<file path="config.mk">
export PLATFORM = sky130hd
export DESIGN_NAME = add_serial_32_flat
export DESIGN_NICKNAME = d
export VERILOG_FILES = /design/src/rtl/add_serial_32_if.sv /design/src/rtl/add_serial_32.sv /design/src/flat_wrapper.sv
export SDC_FILE = /design/constraint.sdc
export NUM_CORES = 1
export LEC_CHECK = 0
export BUFFER_PORTS_ARGS = -buffer_cell sky130_fd_sc_hd__buf_2
export CAP_MARGIN = 10
export CORE_MARGIN = 2
export CORE_UTILIZATION = 36
export DETAILED_ROUTE_END_ITERATION = 6
export SLEW_MARGIN = 10
export SYNTH_ARGS = -nofsm -noshare
export SYNTH_HDL_FRONTEND = slang
export SYNTH_SLANG_ARGS = --single-unit
</file>
<file path="constraint.sdc">
create_clock -name clk -period 1.7 [get_ports clk]
set_input_delay 0.085 -clock clk [delete_from_list [all_inputs] [get_ports clk]]
set_output_delay 0.085 -clock clk [all_outputs]
set_load 0.02 [all_outputs]
</file>
<file path="src/rtl/add_serial_32_if.sv">
// ----------------------------------------------------------------------------
// add_serial_32_if
// Operand/result bundle for the digit-serial adder.
//   start       request, sampled by the adder in IDLE or DONE
//   a, b, cin   operands, captured together with start
//   busy        high while the adder is working through digits
//   done        one-cycle pulse: s / cout (and ovf) hold a fresh result
//   s, cout     registered sum and carry out of bit WIDTH-1
//   ovf         signed overflow, present only when ADD_SERIAL_OVF_EN is defined
// Modports: master = operand source / result consumer, slave = adder.
// ----------------------------------------------------------------------------
interface add_serial_32_if #(
   parameter int WIDTH = 32
) ();
   logic             start;
   logic [WIDTH-1:0] a;
   logic [WIDTH-1:0] b;
   logic             cin;
   logic             busy;
   logic             done;
   logic [WIDTH-1:0] s;
   logic             cout;
`ifdef ADD_SERIAL_OVF_EN
   logic             ovf;

   modport master (output start, a, b, cin, input busy, done, s, cout, ovf);
   modport slave  (input start, a, b, cin, output busy, done, s, cout, ovf);
`else
   modport master (output start, a, b, cin, input busy, done, s, cout);
   modport slave  (input start, a, b, cin, output busy, done, s, cout);
`endif
endinterface

</file>
<file path="src/rtl/add_serial_32.sv">
// ----------------------------------------------------------------------------
// add_serial_32
// Digit-serial adder: s = a + b + cin, DIGIT bits per clock, WIDTH/DIGIT clocks
// per result, carry kept in a register between digits.
// Ports:
//   clk    rising-edge clock
//   rst_n  asynchronous active-low reset
//   bus    add_serial_32_if.slave (start/a/b/cin in; busy/done/s/cout out)
// Optional feature: define ADD_SERIAL_OVF_EN to add bus.ovf, the signed
// two's-complement overflow of the sum, registered and held alongside s.
// ----------------------------------------------------------------------------
module add_serial_32 #(
   parameter int WIDTH = 32,
   parameter int DIGIT = 4
) (
   input  logic          clk,
   input  logic          rst_n,
   add_serial_32_if.slave bus
);
   localparam int NDIG  = WIDTH / DIGIT;
   localparam int CNT_W = (NDIG > 1) ? $clog2(NDIG) : 1;
   localparam logic [CNT_W-1:0] LAST = CNT_W'(NDIG - 1);

   if ((DIGIT < 1) || (WIDTH % DIGIT != 0)) begin : g_bad_digit
      $error("add_serial_32: WIDTH must be a positive multiple of DIGIT");
   end

   typedef enum logic [1:0] {
      IDLE = 2'd0,
      RUN  = 2'd1,
      DONE = 2'd2
   } state_t;

   state_t           state;
   state_t           next_state;
   logic             load;
   logic             step;
   logic             finish;

   logic [WIDTH-1:0] a_sh;
   logic [WIDTH-1:0] b_sh;
   logic [WIDTH-1:0] acc;
   logic             carry;
   logic [CNT_W-1:0] cnt;

   logic [DIGIT:0]         dsum;
   logic [WIDTH+DIGIT-1:0] acc_cat;
   logic [WIDTH+DIGIT-1:0] a_cat;
   logic [WIDTH+DIGIT-1:0] b_cat;
   logic [WIDTH-1:0]       acc_next;
   logic [WIDTH-1:0]       a_next;
   logic [WIDTH-1:0]       b_next;
`ifdef ADD_SERIAL_OVF_EN
   logic                   msb_cin;
   logic                   ovf_next;
`endif

   // State register.
   always_ff @(posedge clk or negedge rst_n) begin
      if (!rst_n) begin
         state <= IDLE;
      end else begin
         state <= next_state;
      end
   end

   // Next-state decode and datapath control strobes.
   always_comb begin
      next_state = state;
      load       = 1'b0;
      step       = 1'b0;
      finish     = 1'b0;
      case (state)
         IDLE: begin
            if (bus.start) begin
               load       = 1'b1;
               next_state = RUN;
            end else begin
               next_state = IDLE;
            end
         end
         RUN: begin
            // start is deliberately not looked at here: requests during RUN are dropped.
            step = 1'b1;
            if (cnt == LAST) begin
               finish     = 1'b1;
               next_state = DONE;
            end else begin
               next_state = RUN;
            end
         end
         DONE: begin
            if (bus.start) begin
               load       = 1'b1;
               next_state = RUN;
            end else begin
               next_state = IDLE;
            end
         end
         default: begin
            next_state = IDLE;
         end
      endcase
   end

   // One digit of the addition plus the shifted versions of the operand/result registers.
   always_comb begin
      dsum = {1'b0, a_sh[DIGIT-1:0]} + {1'b0, b_sh[DIGIT-1:0]} + {{DIGIT{1'b0}}, carry};
      // Concatenate-and-slice shifts stay legal even when DIGIT == WIDTH.
      acc_cat  = {dsum[DIGIT-1:0], acc};
      a_cat    = {{DIGIT{1'b0}}, a_sh};
      b_cat    = {{DIGIT{1'b0}}, b_sh};
      acc_next = acc_cat[WIDTH+DIGIT-1:DIGIT];
      a_next   = a_cat[WIDTH+DIGIT-1:DIGIT];
      b_next   = b_cat[WIDTH+DIGIT-1:DIGIT];
`ifdef ADD_SERIAL_OVF_EN
      // Carry into the top bit of this digit is recovered from its sum bit.
      msb_cin  = a_sh[DIGIT-1] ^ b_sh[DIGIT-1] ^ dsum[DIGIT-1];
      ovf_next = msb_cin ^ dsum[DIGIT];
`endif
   end

   // Operand shift registers, carry, digit counter and partial result.
   always_ff @(posedge clk or negedge rst_n) begin
      if (!rst_n) begin
         a_sh  <= {WIDTH{1'b0}};
         b_sh  <= {WIDTH{1'b0}};
         acc   <= {WIDTH{1'b0}};
         carry <= 1'b0;
         cnt   <= {CNT_W{1'b0}};
      end else if (load) begin
         a_sh  <= bus.a;
         b_sh  <= bus.b;
         acc   <= {WIDTH{1'b0}};
         carry <= bus.cin;
         cnt   <= {CNT_W{1'b0}};
      end else if (step) begin
         a_sh  <= a_next;
         b_sh  <= b_next;
         acc   <= acc_next;
         carry <= dsum[DIGIT];
         cnt   <= cnt + CNT_W'(1);
      end else begin
         cnt   <= cnt;
      end
   end

   // Registered outputs; s/cout/ovf change only on the edge that enters DONE.
   always_ff @(posedge clk or negedge rst_n) begin
      if (!rst_n) begin
         bus.busy <= 1'b0;
         bus.done <= 1'b0;
         bus.s    <= {WIDTH{1'b0}};
         bus.cout <= 1'b0;
`ifdef ADD_SERIAL_OVF_EN
         bus.ovf  <= 1'b0;
`endif
      end else begin
         bus.busy <= (next_state == RUN);
         bus.done <= (next_state == DONE);
         if (finish) begin
            bus.s    <= acc_next;
            bus.cout <= dsum[DIGIT];
`ifdef ADD_SERIAL_OVF_EN
            bus.ovf  <= ovf_next;
`endif
         end else begin
            bus.cout <= bus.cout;
         end
      end
   end
endmodule
</file>
<file path="src/flat_wrapper.sv">
// flat-port wrapper written by rule: the top's interface ports become plain ports
module add_serial_32_flat 
#(
   parameter int WIDTH = 32,
   parameter int DIGIT = 4
)
  (clk, rst_n, bus_start, bus_a, bus_b, bus_cin, bus_busy, bus_done, bus_s, bus_cout);
  add_serial_32_if #(.WIDTH(WIDTH)) bus_i ();
  input  logic clk;
  input  logic rst_n;
  input wire logic [$bits(bus_i.start)-1:0] bus_start;
  input wire logic [$bits(bus_i.a)-1:0] bus_a;
  input wire logic [$bits(bus_i.b)-1:0] bus_b;
  input wire logic [$bits(bus_i.cin)-1:0] bus_cin;
  output wire logic [$bits(bus_i.busy)-1:0] bus_busy;
  output wire logic [$bits(bus_i.done)-1:0] bus_done;
  output wire logic [$bits(bus_i.s)-1:0] bus_s;
  output wire logic [$bits(bus_i.cout)-1:0] bus_cout;
  assign bus_i.start = bus_start;
  assign bus_i.a = bus_a;
  assign bus_i.b = bus_b;
  assign bus_i.cin = bus_cin;
  assign bus_busy = bus_i.busy;
  assign bus_done = bus_i.done;
  assign bus_s = bus_i.s;
  assign bus_cout = bus_i.cout;
  add_serial_32 #(.WIDTH(WIDTH), .DIGIT(DIGIT)) u_core (.clk(clk), .rst_n(rst_n), .bus(bus_i));
endmodule
</file>
==> parameters.txt, run 1 <==
Parameter                              Value

Setup path
  Largest stage delay on the critical path    0.42 ns
  Number of cells on the critical path    5
  Most common cell on crit path    fa_2
  Slowest library cell on the worst path    fa_2
  Buffer and inverter count on the worst path    1
  Startpoint of the worst setup timing path    u_core.carry$_DFFE_PN0P_
  CP top delay family    adder cells
  CP Capture Point    u_core.acc[30]$_DFFE_PN0P_
  Required time reported for the critical path endpoint    1.99 ns
  Setup crit end kind    flip-flop
  Reg-to-Reg End    u_core.acc[30]$_DFFE_PN0P_
  Reg2reg setup slack    -0.02 ns
  Type of origin of the critical path    flip-flop
  Worst setup path class    reg -> reg
  Maximum fanout count along the critical path    2
  Ordered list of cells on the worst path    fa_2 > fa_2 > buf_4 > xnor2_1 > o2bb2ai_1
  Signal arrival time at the worst endpoint    2.01 ns
  Register-to-Register Path Depth    5
  Worst reg2reg startpoint    u_core.carry$_DFFE_PN0P_

Synthesis
  Number of warnings printed during yosys synthesis    0
  Mean post-synth cell area    approximately 11 sq um
  Fraction of the yosys area taken by sequential cells    around 60%
  Number of storage elements in the synthesis netlist    133
  Synthesized net count    roughly 570
  Synthesized netlist cell count    approximately 500
  Library cells used by synthesis    34
  Cell Area, Synth    ~5500 sq um

Power and ir drop
  Static leakage    3.73 nW
  Total power    about 0.015 W
  Maximum VDD drop    slightly above 1 mV
  Power density relative to cell area    between 2000 and 2500 nW/um^2

STA
  FMAX    0.582 GHz
  Tightest slew margin relative to the limit    roughly two thirds
  Unrepaired setup endpoints after global routing    true
  Final setup violation count    3
  Final period util    101%
  Pin slew with the least headroom to its limit    roughly 0.47 ns
  Clock Skews    0.00461 ns
  Final worst slack    -0.0191 ns
  Min Tclk post-route    between 1.5 and 2 ns
  Final hold violation count    0
  Total count of max-transition violations in the final report    0

Clocking
  Clk pin slew, worst setup/hold paths    about 0.060 ns
  H-tree level count    4
  Clock tree from TritonCTS    done
  Maximum buffer depth of the clock tree    2
  Clock latency on the worst-skew pair    roughly 0.41 ns
  Sinks on Clock Net    roughly 130
  CTS Buf Count    17
  Root buffer cell    clkbuf_16

GRT
  Overall track demand over capacity in global routing    between 10% and 20%
  Gr ovfl total    0
  Largest net degree at the start of global routing    about 60
  Via count of the first global-routing pass    between 4000 and 5000
  Initial antenna violation count    0
  Wire length of the first global-routing pass    about 23000 um

Floorplanning
  Count of boundary I/O pins    slightly above 100
  Vert. Die Dim    approximately 130 um
  Core footprint    between 15000 and 20000 sq um
  Effective utilization at floorplan    ~37%
  Total Die Area    about 16000 sq um
  Cell Rows    45
  Die outline width    128 um

Detailed routing
  Vias per cell    about 5
  Initial detailed-routing violation count    between 200 and 300
  Number of vias after detailed routing    ~4400
  Detailed Routing Iterations Pass 1    4
  # DRC    0
  Count of antenna-violating nets left after detailed routing    0
  Post-DR wirelength/cell    between 15 and 20 um
  Total detailed-routing wirelength    between 10000 and 15000 um

Finish
  Final core occ    just over 50%
  Net count, final    740
  Share of layout cells above drive strength 1    29.4%
  Area growth, synth to finish    39.2%
  Antenna diode count    0

Place
  Number of input and output port buffers inserted    slightly above 100
  Post-detailed-placement half-perimeter wirelength    a little over 8000 um
  Final estimated routing congestion in global placement    ~0.8
  Placement Setup Slack    -0.0275 ns

Hold path
  Hold WC Path Type    in -> reg

Status
  Outcome    finished with violations
  Violated checks    negative setup slack

Run
  Max-capacitance violation count    0
layer usage:
layer | wire [um] | vias to the layer above | GRT usage (%) | share of wire [%]
met4 | 165 | 0 | 5.49 | 1.2
met5 | 0 | - | 0 | 0
met1 | 6580 | 2202 | 23.8 | 46
met2 | 6830 | 130 | 27.7 | 48
met3 | 650 | 16 | 5.26 | 4.6
li1 | - | 2069 | - | -
worst min-delay path: stages:
cell	delay, ns
buf_2	0.11
nand2b_4	0.13
o21ai_1	0.10
cells in the mapped netlist:
cell | count | area, sq um
nor2_1 | 49 | 184
a31oi_1 | 48 | 300
and2b_1 | 1 | 7.51
nand2b_1 | 2 | 12.5
mux2_4 | 10 | 150
ha_1 | 5 | 62.6
nor2_2 | 1 | 6.26
a211oi_1 | 2 | 15.0
a22oi_1 | 8 | 60.1
buf_8 | 1 | 15.0
xnor2_1 | 1 | 8.76
nand3_1 | 11 | 55.1
a22o_1 | 36 | 315
dfrtp_1 | 133 | 3330
buf_6 | 10 | 113
inv_1 | 2 | 7.51
a211o_1 | 2 | 17.5
nor3_1 | 1 | 5.00
nand3b_1 | 1 | 7.51
a21o_1 | 1 | 7.51
o21ai_0 | 2 | 10.0
buf_4 | 3 | 22.5
and4_1 | 1 | 8.76
fa_1 | 2 | 40.0
o2bb2ai_1 | 1 | 8.76
o21ai_1 | 3 | 15.0
mux2_2 | 18 | 203
a21oi_1 | 2 | 10.0
mux2_1 | 2 | 22.5
nand2_1 | 107 | 402
buf_2 | 14 | 70.1
clkbuf_1 | 11 | 41.3
nand4_1 | 1 | 6.26
nor2b_1 | 1 | 6.26
power breakdown:
part           internal (W)  switching, W
combinational       0.00265       0.00315
clock               0.00263       0.00136
sequential          0.00469      0.000973
flip-flops by register name, summed over array words and instances, names as in the netlist:
signal,cells
u_core.carry,1
u_core.bus.busy,1
u_core.state,2
u_core.bus.cout,1
u_core.bus.s,32
u_core.bus.done,1
u_core.acc,28
u_core.b_sh,32
u_core.cnt,3
u_core.a_sh,32
metrics by stage:
stage,cells,hold slack (ns),setup TNS [ns],cell area [sq um]
2_1_floorplan,493,-0.211,0,5550
3_3_place_gp,759,0.0506,0,6230
3_5_place_dp,759,0.0597,-0.0638,6230
5_1_grt,866,0.0743,-0.280,7710
6_report,866,0.0656,-0.0399,7710
4_1_cts,858,0.0575,0,7550
repair_timing:
action                                 4_1_cts  5_1_grt
setup endpoints to repair                    4       35
pin swaps                                    1        3
hold buffers                                66        0
gates resized for setup                      1       11
buffers inserted                             1        3
cloned                                       0        5
endpoints found under the hold margin      112        0
worst min path at each step:
stage | start | to | slack, ns | depth (start not counted)
floorplan | rst_n | u_core.a_sh[0]$_DFFE_PN0P_ | -0.21 | 0
global placement | rst_n | u_core.bus.s[1]$_DFFE_PN0N_ | 0.05 | 1
detailed placement | rst_n | u_core.bus.s[1]$_DFFE_PN0N_ | 0.06 | 1
CTS | bus_start | u_core.state[0]$_DFF_PN0_ | 0.06 | 3
global route | bus_start | u_core.state[0]$_DFF_PN0_ | 0.07 | 3
finish | bus_start | u_core.state[0]$_DFF_PN0_ | 0.07 | 3
cell usage in the layout (no fill, tap or decap), types with 2 or more instances in the layout:
cell / Yosys / routed
a211o_1: 2 / 2
a22o_1: 36 / 36
a22oi_1: 8 / 8
a31oi_1: 48 / 48
buf_12: 0 / 6
buf_2: 14 / 101
buf_4: 3 / 13
buf_6: 10 / 4
bufinv_16: 0 / 5
clkbuf_16: 0 / 19
clkinv_2: 0 / 4
clkinvlp_4: 0 / 5
dfrtp_1: 133 / 133
dlygate4sd3_1: 0 / 66
fa_2: 0 / 2
ha_1: 5 / 3
inv_1: 2 / 2
mux2_2: 18 / 14
mux2_4: 10 / 16
nand2_1: 107 / 107
nand3_1: 11 / 11
nor2_1: 49 / 49
o21ai_1: 3 / 4
cell families (layout without fill, tap and decap cells):
logic type,count (synthesis),after routing,synth area share (%)
xor+xnor,1,1,0.158
fa+ha+maj,7,7,1.85
mux,30,30,6.77
simple gates,176,176,12.6
buf+inv,41,226,4.85
compound gates,105,105,13.7
flops,133,133,60.0
final cells by class:
cell class,count,area (sq um)
clock buffers,18,439
clock inverters,14,208
fillers,1338,7430
inverters,2,7.51
multi-input cells,319,2020
flip-flops and latches,133,3330
well taps,188,235
repair buffers,192,1480
No activity file was read; power rests on OpenSTA's default activity.
==> run 2, diff against run 1 <==
--- a/config.mk
+++ b/config.mk
@@ -9,7 +9,9 @@
 export CAP_MARGIN = 10
 export CORE_MARGIN = 2
 export CORE_UTILIZATION = 36
+export CTS_BUF_LIST = sky130_fd_sc_hd__clkbuf_16
 export DETAILED_ROUTE_END_ITERATION = 6
+export HOLD_SLACK_MARGIN = 0.05
 export SLEW_MARGIN = 10
 export SYNTH_ARGS = -nofsm -noshare
 export SYNTH_HDL_FRONTEND = slang
==> run 2 against run 1 <==
The flow still finishes with violations (negative setup slack). Die area unchanged. First-iteration DRC count up 1.1%. Count of clock-buffer cells in the layout down 1. Register-to-register slack about the same. Sequential share of layout area up 0.056 points. Sequential cell count unchanged. Global-route usage unchanged. Total power down 0.25%. Critical path type unchanged.
==> parameters.txt, run 2 (synthesis gave the netlist of run 1 again) <==
Parameter                              Value

Status
  Outcome    finished with violations
  Violated checks    negative setup slack

GRT
  Initial antenna violation count    0
  Gr ovfl total    0
  Overall track demand over capacity in global routing    between 15 and 20%
  Wire length of the first global-routing pass    approximately 23000 um
  Largest net degree at the start of global routing    slightly above 60
  Via count of the first global-routing pass    4522

Floorplanning
  Count of boundary I/O pins    103
  Die outline width    ~130 um
  Vert. Die Dim    between 100 and 150 um
  Cell Rows    45
  Total Die Area    between 15000 and 20000 sq um
  Effective utilization at floorplan    about 37%
  Core footprint    about 15000 sq um

Place
  Placement Setup Slack    -0.0275 ns
  Final estimated routing congestion in global placement    between 0.7 and 0.8
  Post-detailed-placement half-perimeter wirelength    ~8300 um
  Cell area after placement    about 6200 sq um
  Number of input and output port buffers inserted    just over 100

Detailed routing
  # DRC    0
  Detailed Routing Iterations Pass 1    4
  Number of vias after detailed routing    between 4000 and 5000
  Count of antenna-violating nets left after detailed routing    0
  Vias per cell    5.14
  Initial detailed-routing violation count    approximately 270
  Total detailed-routing wirelength    approximately 14000 um
  Post-DR wirelength/cell    between 15 and 20 um

Setup path
  Reg2reg setup slack    -0.02 ns
  Startpoint of the worst setup timing path    u_core.carry$_DFFE_PN0P_
  Reg-to-Reg End    u_core.acc[30]$_DFFE_PN0P_
  Maximum fanout count along the critical path    2
  Required time reported for the critical path endpoint    1.99 ns
  Type of origin of the critical path    flip-flop
  CP Capture Point    u_core.acc[30]$_DFFE_PN0P_
  Setup crit end kind    flip-flop
  Worst reg2reg startpoint    u_core.carry$_DFFE_PN0P_
  Worst setup path class    reg -> reg
  Signal arrival time at the worst endpoint    2.01 ns
  Register-to-Register Path Depth    5

Finish
  Post-route cell area    7700 sq um
  Area growth, synth to finish    39.0%
  Net count, final    740
  Leading cell types in the layout, fill and taps excluded    dfrtp_1, nand2_1, buf_2
  Share of layout cells above drive strength 1    29.2%
  Antenna diode count    0
  Most common cell after layout, fill and taps aside    dfrtp_1
  Biggest registers after layout    u_core.a_sh x32, u_core.b_sh x32, u_core.bus.s x32

Power and ir drop
  P_sw    approximately 0.0055 W
  Maximum VDD drop    1.04 mV
  Internal Pwr Total    slightly below 0.01 W
  Combinational power share    a little under two fifths
  Static leakage    ~3.7 nW
  Power density relative to cell area    approximately 2000 nW/um^2
  Share of power burned in the clock network    25.6%
  Net Sw Frac    between 30% and 40%
  Sequential cell fraction of total power    around 37%

STA
  Final hold violation count    0
  Min Tclk post-route    1.72 ns
  FMAX    0.581 GHz
  Total count of max-transition violations in the final report    0
  Clock Skews    around 0.0047 ns
  Unrepaired setup endpoints after global routing    true
  Final setup violation count    3
  Pin slew with the least headroom to its limit    ~0.47 ns
  Tightest slew margin relative to the limit    between 60% and 70%
  Final period util    101%
  Final worst slack    -0.0213 ns

Clocking
  Maximum buffer depth of the clock tree    2
  Sinks on Clock Net    about 130
  Clock latency on the worst-skew pair    between 0.4 and 0.5 ns
  Clock tree from TritonCTS    done
  CTS Buf Count    17
  H-tree level count    4
  Clk pin slew, worst setup/hold paths    around 0.06 ns
  Root buffer cell    clkbuf_16

Hold path
  Hold WC Path Type    in -> reg
  Worst hold path stage count    3

Run
  Max-capacitance violation count    0
## run 2: metrics by stage
step,setup TNS (ns),hold slack [ns],total power [W],instances,utilization (%)
detailed placement,-0.0638,0.0597,0.0111,759,41.2
floorplan,0,-0.211,0.00951,493,-
finish,-0.0469,0.0650,0.0154,866,50.9
global route,-0.274,0.0743,0.0164,866,50.9
global placement,0,0.0506,0.0109,759,41.2
CTS,0,0.0575,0.0153,858,49.8
## run 2: per-layer routing
layer / track usage, % / vias up / wire (um)
met5: 0 / - / 0
met4: 5.49 / 0 / 169
met3: 5.26 / 17 / 704
met2: 27.7 / 134 / 6750
met1: 23.8 / 2233 / 6600
li1: - / 2069 / -
## run 2: area by class of cell
| cell class | instances | area [sq um] |
|---|---|---|
| Timing Repair Buffer | 192 | 1480 |
| Clock inverter | 15 | 211 |
| Multi-Input combinational cell | 319 | 2020 |
| Tap cell | 188 | 235 |
| Clock buffer | 17 | 425 |
| Sequential cell | 133 | 3330 |
| Fill cell | 1340 | 7440 |
| Inverter | 2 | 7.51 |
## run 2: power groups by stage
stage / clock [W] / combinational (W) / sequential (W)
2_1_floorplan: 0 / 0.00363 / 0.00588
3_3_place_gp: 0 / 0.00524 / 0.00563
3_5_place_dp: 0 / 0.00539 / 0.00568
4_1_cts: 0.00402 / 0.00559 / 0.00565
5_1_grt: 0.00418 / 0.00638 / 0.00585
6_report: 0.00394 / 0.00580 / 0.00566
## run 2: how the worst min path moves through the flow
stage                     startpoint                           to  slack, ns
final                      bus_start    u_core.state[0]$_DFF_PN0_       0.06
after global placement         rst_n  u_core.bus.s[1]$_DFFE_PN0N_       0.05
after global routing       bus_start    u_core.state[0]$_DFF_PN0_       0.07
after floorplan                rst_n   u_core.a_sh[0]$_DFFE_PN0P_      -0.21
after CTS                  bus_start    u_core.state[0]$_DFF_PN0_       0.06
after detailed placement       rst_n  u_core.bus.s[1]$_DFFE_PN0N_       0.06
## run 2: what timing repair did
action                     in CTS  in global routing
pin swaps                       1                  3
hold endpoints to repair      198                  0
setup endpoints to repair       4                 35
cloned                          0                  5
gates resized for setup         1                 11
hold buffers                   66                  0
setup buffers                   1                  3
## run 2: critical path, stage by stage, from the launching register on
cell and delay [ns]:
dfrtp_1 0.41, fa_2 0.42, fa_2 0.36, buf_4 0.14, xnor2_1 0.17, o2bb2ai_1 0.10
==> run 3, diff against run 2 <==
--- a/config.mk
+++ b/config.mk
@@ -9,7 +9,7 @@
 export CAP_MARGIN = 10
 export CORE_MARGIN = 2
 export CORE_UTILIZATION = 36
-export CTS_BUF_LIST = sky130_fd_sc_hd__clkbuf_16
+export CTS_BUF_LIST = sky130_fd_sc_hd__clkbuf_4
 export DETAILED_ROUTE_END_ITERATION = 6
 export HOLD_SLACK_MARGIN = 0.05
 export SLEW_MARGIN = 10
==> run 3 against run 2 <==
Die area unchanged. Clock skew up 0.012 ns. Total power down 9.0%. Worst setup slack better by 0.0062 ns. Global-route usage down 0.12 points. Clock power down 37%. The run still ends with negative setup slack left. Combinational power up 2%. Sequential power about the same. Via count up 0.52%.
==> parameters.txt, run 3 (synthesis gave the netlist of run 1 again) <==
Parameter                              Value

Hold path
  Hold WC Path Type    in -> reg
  Worst Min Path Start    bus_b[1]
  Endpoint, Worst Hold    u_core.b_sh[1]$_DFFE_PN0P_
  Worst hold path stage count    4

Clocking
  Clk pin slew, worst setup/hold paths    roughly 0.12 ns
  Sinks on Clock Net    between 100 and 150
  Root buffer cell    clkbuf_4
  Maximum buffer depth of the clock tree    2
  H-tree level count    4
  CTS Buf Count    17
  Clock tree from TritonCTS    done
  Clock latency on the worst-skew pair    roughly 0.54 ns

Setup path
  Reg2reg setup slack    -0.02 ns
  Slowest library cell on the worst path    dfrtp_1
  Signal arrival time at the worst endpoint    between 2 and 2.5 ns
  Ordered list of cells on the worst path    fa_2 > fa_2 > a21o_1 > a21oi_2 > a211oi_2
  Setup crit end kind    flip-flop
  CP top delay family    adder cells
  Worst reg2reg startpoint    u_core.carry$_DFFE_PN0P_
  Buffer and inverter count on the worst path    0
  Most common cell on crit path    fa_2
  Maximum fanout count along the critical path    2
  Largest stage delay on the critical path    roughly 0.43 ns
  Reg-to-Reg End    u_core.carry$_DFFE_PN0P_
  Worst setup path class    reg -> reg
  Register-to-Register Path Depth    5
  Type of origin of the critical path    flip-flop
  Required time reported for the critical path endpoint    approximately 2.1 ns

STA
  Final period util    101%
  Unrepaired setup endpoints after global routing    true
  Pin slew with the least headroom to its limit    0.475 ns
  Final worst slack    -0.0152 ns
  FMAX    0.583 GHz
  Total count of max-transition violations in the final report    0
  Final hold violation count    0
  Clock Skews    0.0163 ns
  Final setup violation count    1
  Min Tclk post-route    roughly 1.7 ns
  Tightest slew margin relative to the limit    a little under 70%

Floorplanning
  Count of boundary I/O pins    between 100 and 150
  Effective utilization at floorplan    between 30% and 40%
  Vert. Die Dim    128 um
  Core footprint    15100 sq um
  Cell Rows    45
  Die outline width    between 100 and 150 um
  Total Die Area    between 15000 and 20000 sq um

GRT
  Wire length of the first global-routing pass    approximately 23000 um
  Overall track demand over capacity in global routing    between 15 and 20%
  Gr ovfl total    0
  Via count of the first global-routing pass    4534
  Initial antenna violation count    0
  Largest net degree at the start of global routing    between 60 and 70

Detailed routing
  Initial detailed-routing violation count    about 250
  Count of antenna-violating nets left after detailed routing    0
  Number of vias after detailed routing    between 4000 and 5000
  Post-DR wirelength/cell    16.4 um
  Total detailed-routing wirelength    14300 um
  Detailed Routing Iterations Pass 1    4
  Vias per cell    5.13
  # DRC    0

Finish
  Post-route cell area    roughly 7500 sq um
  Leading cell types in the layout, fill and taps excluded    dfrtp_1, nand2_1, buf_2
  Share of layout cells above drive strength 1    29.4%
  Net count, final    ~750
  Final core occ    approximately half
  Most common cell after layout, fill and taps aside    dfrtp_1
  Area growth, synth to finish    34.9%
  Antenna diode count    0
  Biggest registers after layout    u_core.a_sh x32, u_core.b_sh x32, u_core.bus.s x32

Status
  Outcome    finished with violations
  Violated checks    negative setup slack

Place
  Number of input and output port buffers inserted    just over 100
  Post-detailed-placement half-perimeter wirelength    8300 um
  Cell area after placement    between 6000 and 7000 sq um
  Placement Setup Slack    -0.0275 ns
  Final estimated routing congestion in global placement    roughly 0.8

Run
  Max-capacitance violation count    0

Power and ir drop
  Static leakage    ~3.6 nW
  Power density relative to cell area    about 1900 nW/um^2
  Maximum VDD drop    about 0.93 mV
## run 3: cell count changes in the layout (fill, tap and decap cells not counted), sizes merged
cell,previous run,this run
dlygate4sd3,66,69
buf,124,127
## run 3: worst max-delay path by stage
stage / startpoint / to / slack [ns] / depth (start not counted)
global placement: u_core.carry$_DFFE_PN0P_ / u_core.carry$_DFFE_PN0P_ / 0.01 / 5
floorplan: u_core.cnt[0]$_DFFE_PN0P_ / u_core.bus.s[18]$_DFFE_PN0N_ / 0.03 / 6
detailed placement: u_core.carry$_DFFE_PN0P_ / u_core.carry$_DFFE_PN0P_ / -0.03 / 5
finish: u_core.carry$_DFFE_PN0P_ / u_core.carry$_DFFE_PN0P_ / -0.02 / 5
global route: u_core.carry$_DFFE_PN0P_ / u_core.bus.cout$_DFFE_PN0N_ / -0.07 / 5
CTS: u_core.a_sh[0]$_DFFE_PN0P_ / u_core.carry$_DFFE_PN0P_ / -0.005 / 5
## run 3: through the flow
| step | hold slack (ns) | setup TNS, ns | power (W) | std cells |
|---|---|---|---|---|
| floorplan | -0.211 | 0 | 0.00951 | 493 |
| global placement | 0.0506 | 0 | 0.0109 | 759 |
| detailed placement | 0.0597 | -0.0638 | 0.0111 | 759 |
| CTS | 0.246 | -0.00715 | 0.0138 | 861 |
| global route | 0.254 | -0.483 | 0.0150 | 872 |
| finish | 0.309 | -0.0152 | 0.0140 | 872 |
## run 3: cell type report
| cell class | count | area [sq um] |
|---|---|---|
| multi-input combinational | 319 | 2030 |
| fill | 1360 | 7670 |
| clock inverter | 15 | 211 |
| inverter | 2 | 7.51 |
| sequential | 133 | 3330 |
| timing repair buffer | 198 | 1540 |
| clock buffer | 17 | 128 |
| tap | 188 | 235 |
## run 3: what timing repair did
| action | CTS | global route |
|---|---|---|
| cloned | 0 | 5 |
| hold buffers | 69 | 0 |
| pin swaps | 1 | 5 |
| gates resized for setup | 2 | 15 |
| hold endpoints to repair | 200 | 0 |
| setup endpoints to repair | 4 | 35 |
| setup buffers | 1 | 6 |
## run 3: worst register-to-register path, stage by stage (launching register included)
cell and delay, ns:
dfrtp_1 0.43, fa_2 0.42, fa_2 0.35, a21o_1 0.17, a21oi_2 0.15, a211oi_2 0.08
## run 3: metal layers
metal  GRT usage, %  wire length, um  up-vias
li1               -                -     2081
met1           23.9             6610     2227
met2           27.2             6730      149
met3           4.42              720       19
met4           6.79              226        0
met5              0                0        -
## run 3: where the power goes
| group | switching [W] | leakage (nW) | internal, W |
|---|---|---|---|
| clock | 0.00120 | 0.167 | 0.00130 |
| sequential | 0.000971 | 1.65 | 0.00466 |
| combinational | 0.00318 | 1.82 | 0.00271 |
| total | 0.00534 | 3.64 | 0.00867 |
